===== src/rtl/tdm_demux1_4_pkg.sv =====
// rtl/tdm_demux1_4_pkg.sv - shared types and constants for the 1:4 TDM slot demux
package tdm_demux1_4_pkg;

  localparam int NUM_LANES = 4;
  localparam int SLOT_W    = 2;

  typedef enum logic {
    HUNT   = 1'b0,
    LOCKED = 1'b1
  } state_e;

  typedef logic [SLOT_W-1:0] slot_t;

  localparam slot_t LAST_SLOT = slot_t'(NUM_LANES - 1);

endpackage


===== src/rtl/tdm_demux1_4_slot_tracker.sv =====
// rtl/tdm_demux1_4_slot_tracker.sv - lock state, slot counter and sync checking
module tdm_demux1_4_slot_tracker
  import tdm_demux1_4_pkg::*;
#(
  parameter int SYNC_EVERY_FRAME = 1
) (
  input  logic  clk_i,
  input  logic  rst_ni,
  input  logic  din_valid_i,
  input  logic  sync_i,
  output logic  capture_o,
  output slot_t cap_idx_o,
  output logic  frame_done_o,
  output logic  sync_err_o,
  output slot_t slot_o,
  output logic  locked_o
);

  state_e state_q, state_d;
  slot_t  slot_q, slot_d;

  always_ff @(posedge clk_i or negedge rst_ni) begin
    if (!rst_ni) begin
      state_q <= HUNT;
      slot_q  <= '0;
    end else begin
      state_q <= state_d;
      slot_q  <= slot_d;
    end
  end

  always_comb begin
    state_d      = state_q;
    slot_d       = slot_q;
    capture_o    = 1'b0;
    cap_idx_o    = '0;
    frame_done_o = 1'b0;
    sync_err_o   = 1'b0;
    if (din_valid_i) begin
      unique case (state_q)
        HUNT: begin
          if (sync_i) begin
            capture_o = 1'b1;
            slot_d    = slot_t'(1);
            state_d   = LOCKED;
          end
        end
        LOCKED: begin
          // A sync always restarts the frame; it is only an error away from slot 0.
          if (sync_i) begin
            sync_err_o = (slot_q != '0);
            capture_o  = 1'b1;
            slot_d     = slot_t'(1);
          end else if (slot_q == '0) begin
            if (SYNC_EVERY_FRAME != 0) begin
              sync_err_o = 1'b1;
              state_d    = HUNT;
            end else begin
              capture_o = 1'b1;
              slot_d    = slot_t'(1);
            end
          end else if (slot_q == LAST_SLOT) begin
            frame_done_o = 1'b1;
            slot_d       = '0;
          end else begin
            capture_o = 1'b1;
            cap_idx_o = slot_q;
            slot_d    = slot_q + 1'b1;
          end
        end
        default: state_d = HUNT;
      endcase
    end
  end

  assign slot_o   = slot_q;
  assign locked_o = (state_q == LOCKED);

endmodule


===== src/rtl/tdm_demux1_4.sv =====
// rtl/tdm_demux1_4.sv - 1:4 TDM demux: sync-aligned beats into a 4-lane frame
module tdm_demux1_4
  import tdm_demux1_4_pkg::*;
#(
  parameter int WIDTH            = 1,
  parameter int SYNC_EVERY_FRAME = 1
) (
  input  logic                       clk,
  input  logic                       rst_n,
  input  logic [WIDTH-1:0]           din,
  input  logic                       din_valid,
  input  logic                       sync,
  output logic [NUM_LANES*WIDTH-1:0] lane_out,
  output logic                       out_valid,
  output logic [SLOT_W-1:0]          slot,
  output logic                       locked,
  output logic                       sync_err
);

  logic  capture;
  slot_t cap_idx;
  logic  frame_done;
  logic  frame_err;

  // Slot 3 never needs a shadow: it goes straight into lane_out with the others.
  logic [NUM_LANES-2:0][WIDTH-1:0] shadow_q, shadow_d;
  logic [NUM_LANES*WIDTH-1:0]      lane_out_q, lane_out_d;
  logic                            out_valid_q, sync_err_q;

  tdm_demux1_4_slot_tracker #(
    .SYNC_EVERY_FRAME(SYNC_EVERY_FRAME)
  ) u_slot_tracker (
    .clk_i       (clk),
    .rst_ni      (rst_n),
    .din_valid_i (din_valid),
    .sync_i      (sync),
    .capture_o   (capture),
    .cap_idx_o   (cap_idx),
    .frame_done_o(frame_done),
    .sync_err_o  (frame_err),
    .slot_o      (slot),
    .locked_o    (locked)
  );

  always_comb begin
    shadow_d = shadow_q;
    for (int k = 0; k < NUM_LANES - 1; k++) begin
      if (capture && (cap_idx == slot_t'(k))) begin
        shadow_d[k] = din;
      end
    end
    lane_out_d = frame_done ? {din, shadow_q} : lane_out_q;
  end

  always_ff @(posedge clk or negedge rst_n) begin
    if (!rst_n) begin
      shadow_q    <= '0;
      lane_out_q  <= '0;
      out_valid_q <= 1'b0;
      sync_err_q  <= 1'b0;
    end else begin
      shadow_q    <= shadow_d;
      lane_out_q  <= lane_out_d;
      out_valid_q <= frame_done;
      sync_err_q  <= frame_err;
    end
  end

  assign lane_out  = lane_out_q;
  assign out_valid = out_valid_q;
  assign sync_err  = sync_err_q;

endmodule


===== config.mk =====
export PLATFORM = sky130hd
export DESIGN_NAME = tdm_demux1_4
export DESIGN_NICKNAME = d
export VERILOG_FILES = /design/src/rtl/tdm_demux1_4_pkg.sv /design/src/rtl/tdm_demux1_4_slot_tracker.sv /design/src/rtl/tdm_demux1_4.sv
export SDC_FILE = /design/constraint.sdc
export NUM_CORES = 1
export LEC_CHECK = 0
export ABC_AREA = 1
export CAP_MARGIN = 40
export CORE_AREA = 5 5 42 44
export CTS_BUF_LIST = sky130_fd_sc_hd__clkbuf_4 sky130_fd_sc_hd__clkbuf_8 sky130_fd_sc_hd__clkbuf_16
export DETAILED_ROUTE_END_ITERATION = 7
export DIE_AREA = 0 0 47 49
export PLACE_DENSITY = 0.74
export SLEW_MARGIN = 25
export SYNTH_ARGS = -nofsm -noshare
export SYNTH_HDL_FRONTEND = slang
export SYNTH_SLANG_ARGS = --single-unit

===== constraint.sdc =====
create_clock -name clk -period 2.8 [get_ports clk]
set_clock_uncertainty 0.05 [all_clocks]
set_input_delay 0.42 -clock clk [delete_from_list [all_inputs] [get_ports clk]]
set_output_delay 0.42 -clock clk [all_outputs]
set_load 0.01 [all_outputs]

==> reports/metrics.yaml <==
critical_path:
  path_class: "register to primary output"
  r2r_setup_slack_ns: 1.30
  r2r-start: "u_slot_tracker.slot_o[0]$_DFFE_PN0P_"
  crit_chain: "clkdlybuf4s50_1"
  worstReg2RegEnd: "u_slot_tracker.slot_o[0]$_DFFE_PN0P_"
  cp.required_ns: 2.33
  slowest_stage: "clkdlybuf4s50_1"
  path_delay_family: "buffers and inverters"
  cp.arrival_ns: 1.33
  end_kind: "primary output"
  critPathLaunchType: "register"
  r2r_cells: 7
  crit_path_max_fanout: 8
  crit_start: "u_slot_tracker.locked_o$_DFFE_PN0P_"
  cp_num_buf_inv: 1
  max_stage_delay_ns: 0.58
timing:
  whs_ns: 0.418
  fin_crit_sh_pct: 64.4
  setup_viol: 0
  rsz0062_at_grt: "false"
  max_slew_margin_pct: 65.9
  worstMarginPinSlew_ns: 0.510
  drv_slew: 0
  max_freq_ghz: 0.555
  fin_setup_tns_ns: 0
  min_period_ns: 1.80
  hold_viol_final: 0
routing:
  drt-wirelength-per-cell_um: 11.3
  num_vias: 509
  drt_wl_total_um: 1140
  dr.first_iter.drc_count: 10
  first_pass_iters: 4
  ant_nets: 0
  viasPerCell: 5.04
  drt_drc_violations_left: 0
floorplanning:
  die_h_um: 49
  initial_core_util_pct: 43.4
  coreArea_sq_um: 1400
  pin_count: 14
  die-area_sq_um: 2300
  fp-row-count: 14
  die_w_um: 47
clock_tree:
  path_clk_slew_ns: 0.07
  ctsRootBufferMaster: "clkbuf_4"
  cts_buffers: 3
  cts_tree: "built"
  cts_resized: 0
  ctsHoldBuffers: 0
  htree_num_levels: 1
  cts.sinks: 12
  clock_path_buffers: 2
  post_cts_buffers: 0
  clock_latency_ns: 0.27
final_layout:
  post_route_cells_drive_above_1_share_pct: 10.6
  final_util_pct: 55.7
  num_antenna_cells: 0
  fill_cells: 137
  nets: 97
  area_growth_pct: 28.4
global_route:
  grt_max_degree: 13
  met1_usage_pct: 16.7
  grtUsageMet2_pct: 19.5
  grt_pass1_wl_um: 2170
  antenna_found_initial: 0
  grt-ovfl-total: 0
  top_usage_layer: "met2"
  grt_use_met3_pct: 3.69
  grt_use_total_pct: 12.9
  grt_pass1_vias: 509
min_path:
  holdPathStages: 2
  hold-path-endpoint: "shadow_q[1]$_DFFE_PN0P_"
  hold_start: "shadow_q[1]$_DFFE_PN0P_"
  hp-class: "register to register"
synthesis:
  yosysTopAreaCell: "dfrtp_1"
  ys_ff_latch: 12
  synth_top_area_share_pct: 49.4
  syn_avg_cell_area_sq_um: 8.81
  yosysSeqAreaShare_pct: 49.4
  synth_area_leaders: "dfrtp_1, nand2_1, ha_1"
  syn_area_sq_um: 608
  ys_warn_count: 0
  syn_nets: 79
  netlist_instances: 69
  ys_types: 15
run:
  max_cap_violations: 0
placed_design:
  gp_congestion: 0.902
  hpwl_um: 944
  port_buffers: 13
outcome:
  status: "complete, no violations"
pwr:
  p_per_area_nw_per_um2: 705
  finalPower_mw: 0.550
  ir_drop_uv: 322
  p_leak_nw: 0.389
[worst max-delay path by stage]
stage | end | slack, ns | depth (start not counted)
4_1_cts | locked | 1.02 | 1
6_report | locked | 1.0 | 1
2_1_floorplan | u_slot_tracker.slot_o[0]$_DFFE_PN0P_ | 1.43 | 7
3_5_place_dp | u_slot_tracker.slot_o[0]$_DFFE_PN0P_ | 0.97 | 7
5_1_grt | locked | 0.97 | 1
3_3_place_gp | u_slot_tracker.slot_o[0]$_DFFE_PN0P_ | 1.08 | 7
[cells by family after synthesis]
| kind of cell | after synthesis | share of synthesized area, % |
|---|---|---|
| and+or+nand+nor | 36 | 27.4 |
| adders and majority gates | 5 | 10.3 |
| DFF | 12 | 49.4 |
| AOI/OAI and AO/OA | 8 | 7.82 |
| buffers and inverters | 8 | 5.14 |
[Yosys cell counts (all sizes together)]
cell / n
a21oi: 1
o21bai: 1
inv: 7
ha: 5
nor2: 2
o21ai: 4
nand2: 27
clkinv: 1
nand3: 5
o211ai: 2
dfrtp: 12
nor3: 2
[layer usage]
layer	up-vias	wire, um
li1	251	-
met1	233	489
met2	20	545
met3	5	78
met4	0	28
met5	-	0
[state kept, by name (all words and copies together), names as in the netlist]
name                     count
u_slot_tracker.locked_o      1
out_valid                    1
u_slot_tracker.slot_o        2
lane_out                     4
shadow_q                     3
sync_err                     1
[metrics by stage]
step	cell area, sq um	setup WS (ns)	instances
2_1_floorplan	608	1.43	69
3_3_place_gp	758	1.08	98
3_5_place_dp	758	0.969	98
4_1_cts	781	1.02	101
5_1_grt	781	0.968	101
6_report	781	0.997	101
[final cells by class]
type                            count  area (sq um)  area share, %
Multi-Input combinational cell     49           277           35.4
Inverter                            8          31.3           4.01
Clock buffer                        3          22.5           2.88
Sequential cell                    12           300           38.5
Timing Repair Buffer               13           130           16.7
Tap cell                           16          20.0           2.56
[power breakdown]
group          internal, mW  switching (mW)  total [mW]
combinational         0.101          0.0998       0.200
sequential            0.217          0.0308       0.247
clock                0.0498          0.0529       0.103
total                 0.367           0.184       0.550
[layout by cell type, fill, tap and decap left out]
cell type and instances:
nand2_1 27, clkdlybuf4s50_1 13, dfrtp_1 12, inv_1 5
ha_1 5, nand3_1 4, o21ai_0 3, clkbuf_4 3
inv_2 2, nor2_1 2, o211ai_1 2, nor3_2 2
nand3_4 1, clkinv_2 1, o21ai_1 1, a21oi_1 1
o21bai_1 1
Power figures use the tool's default switching activity.
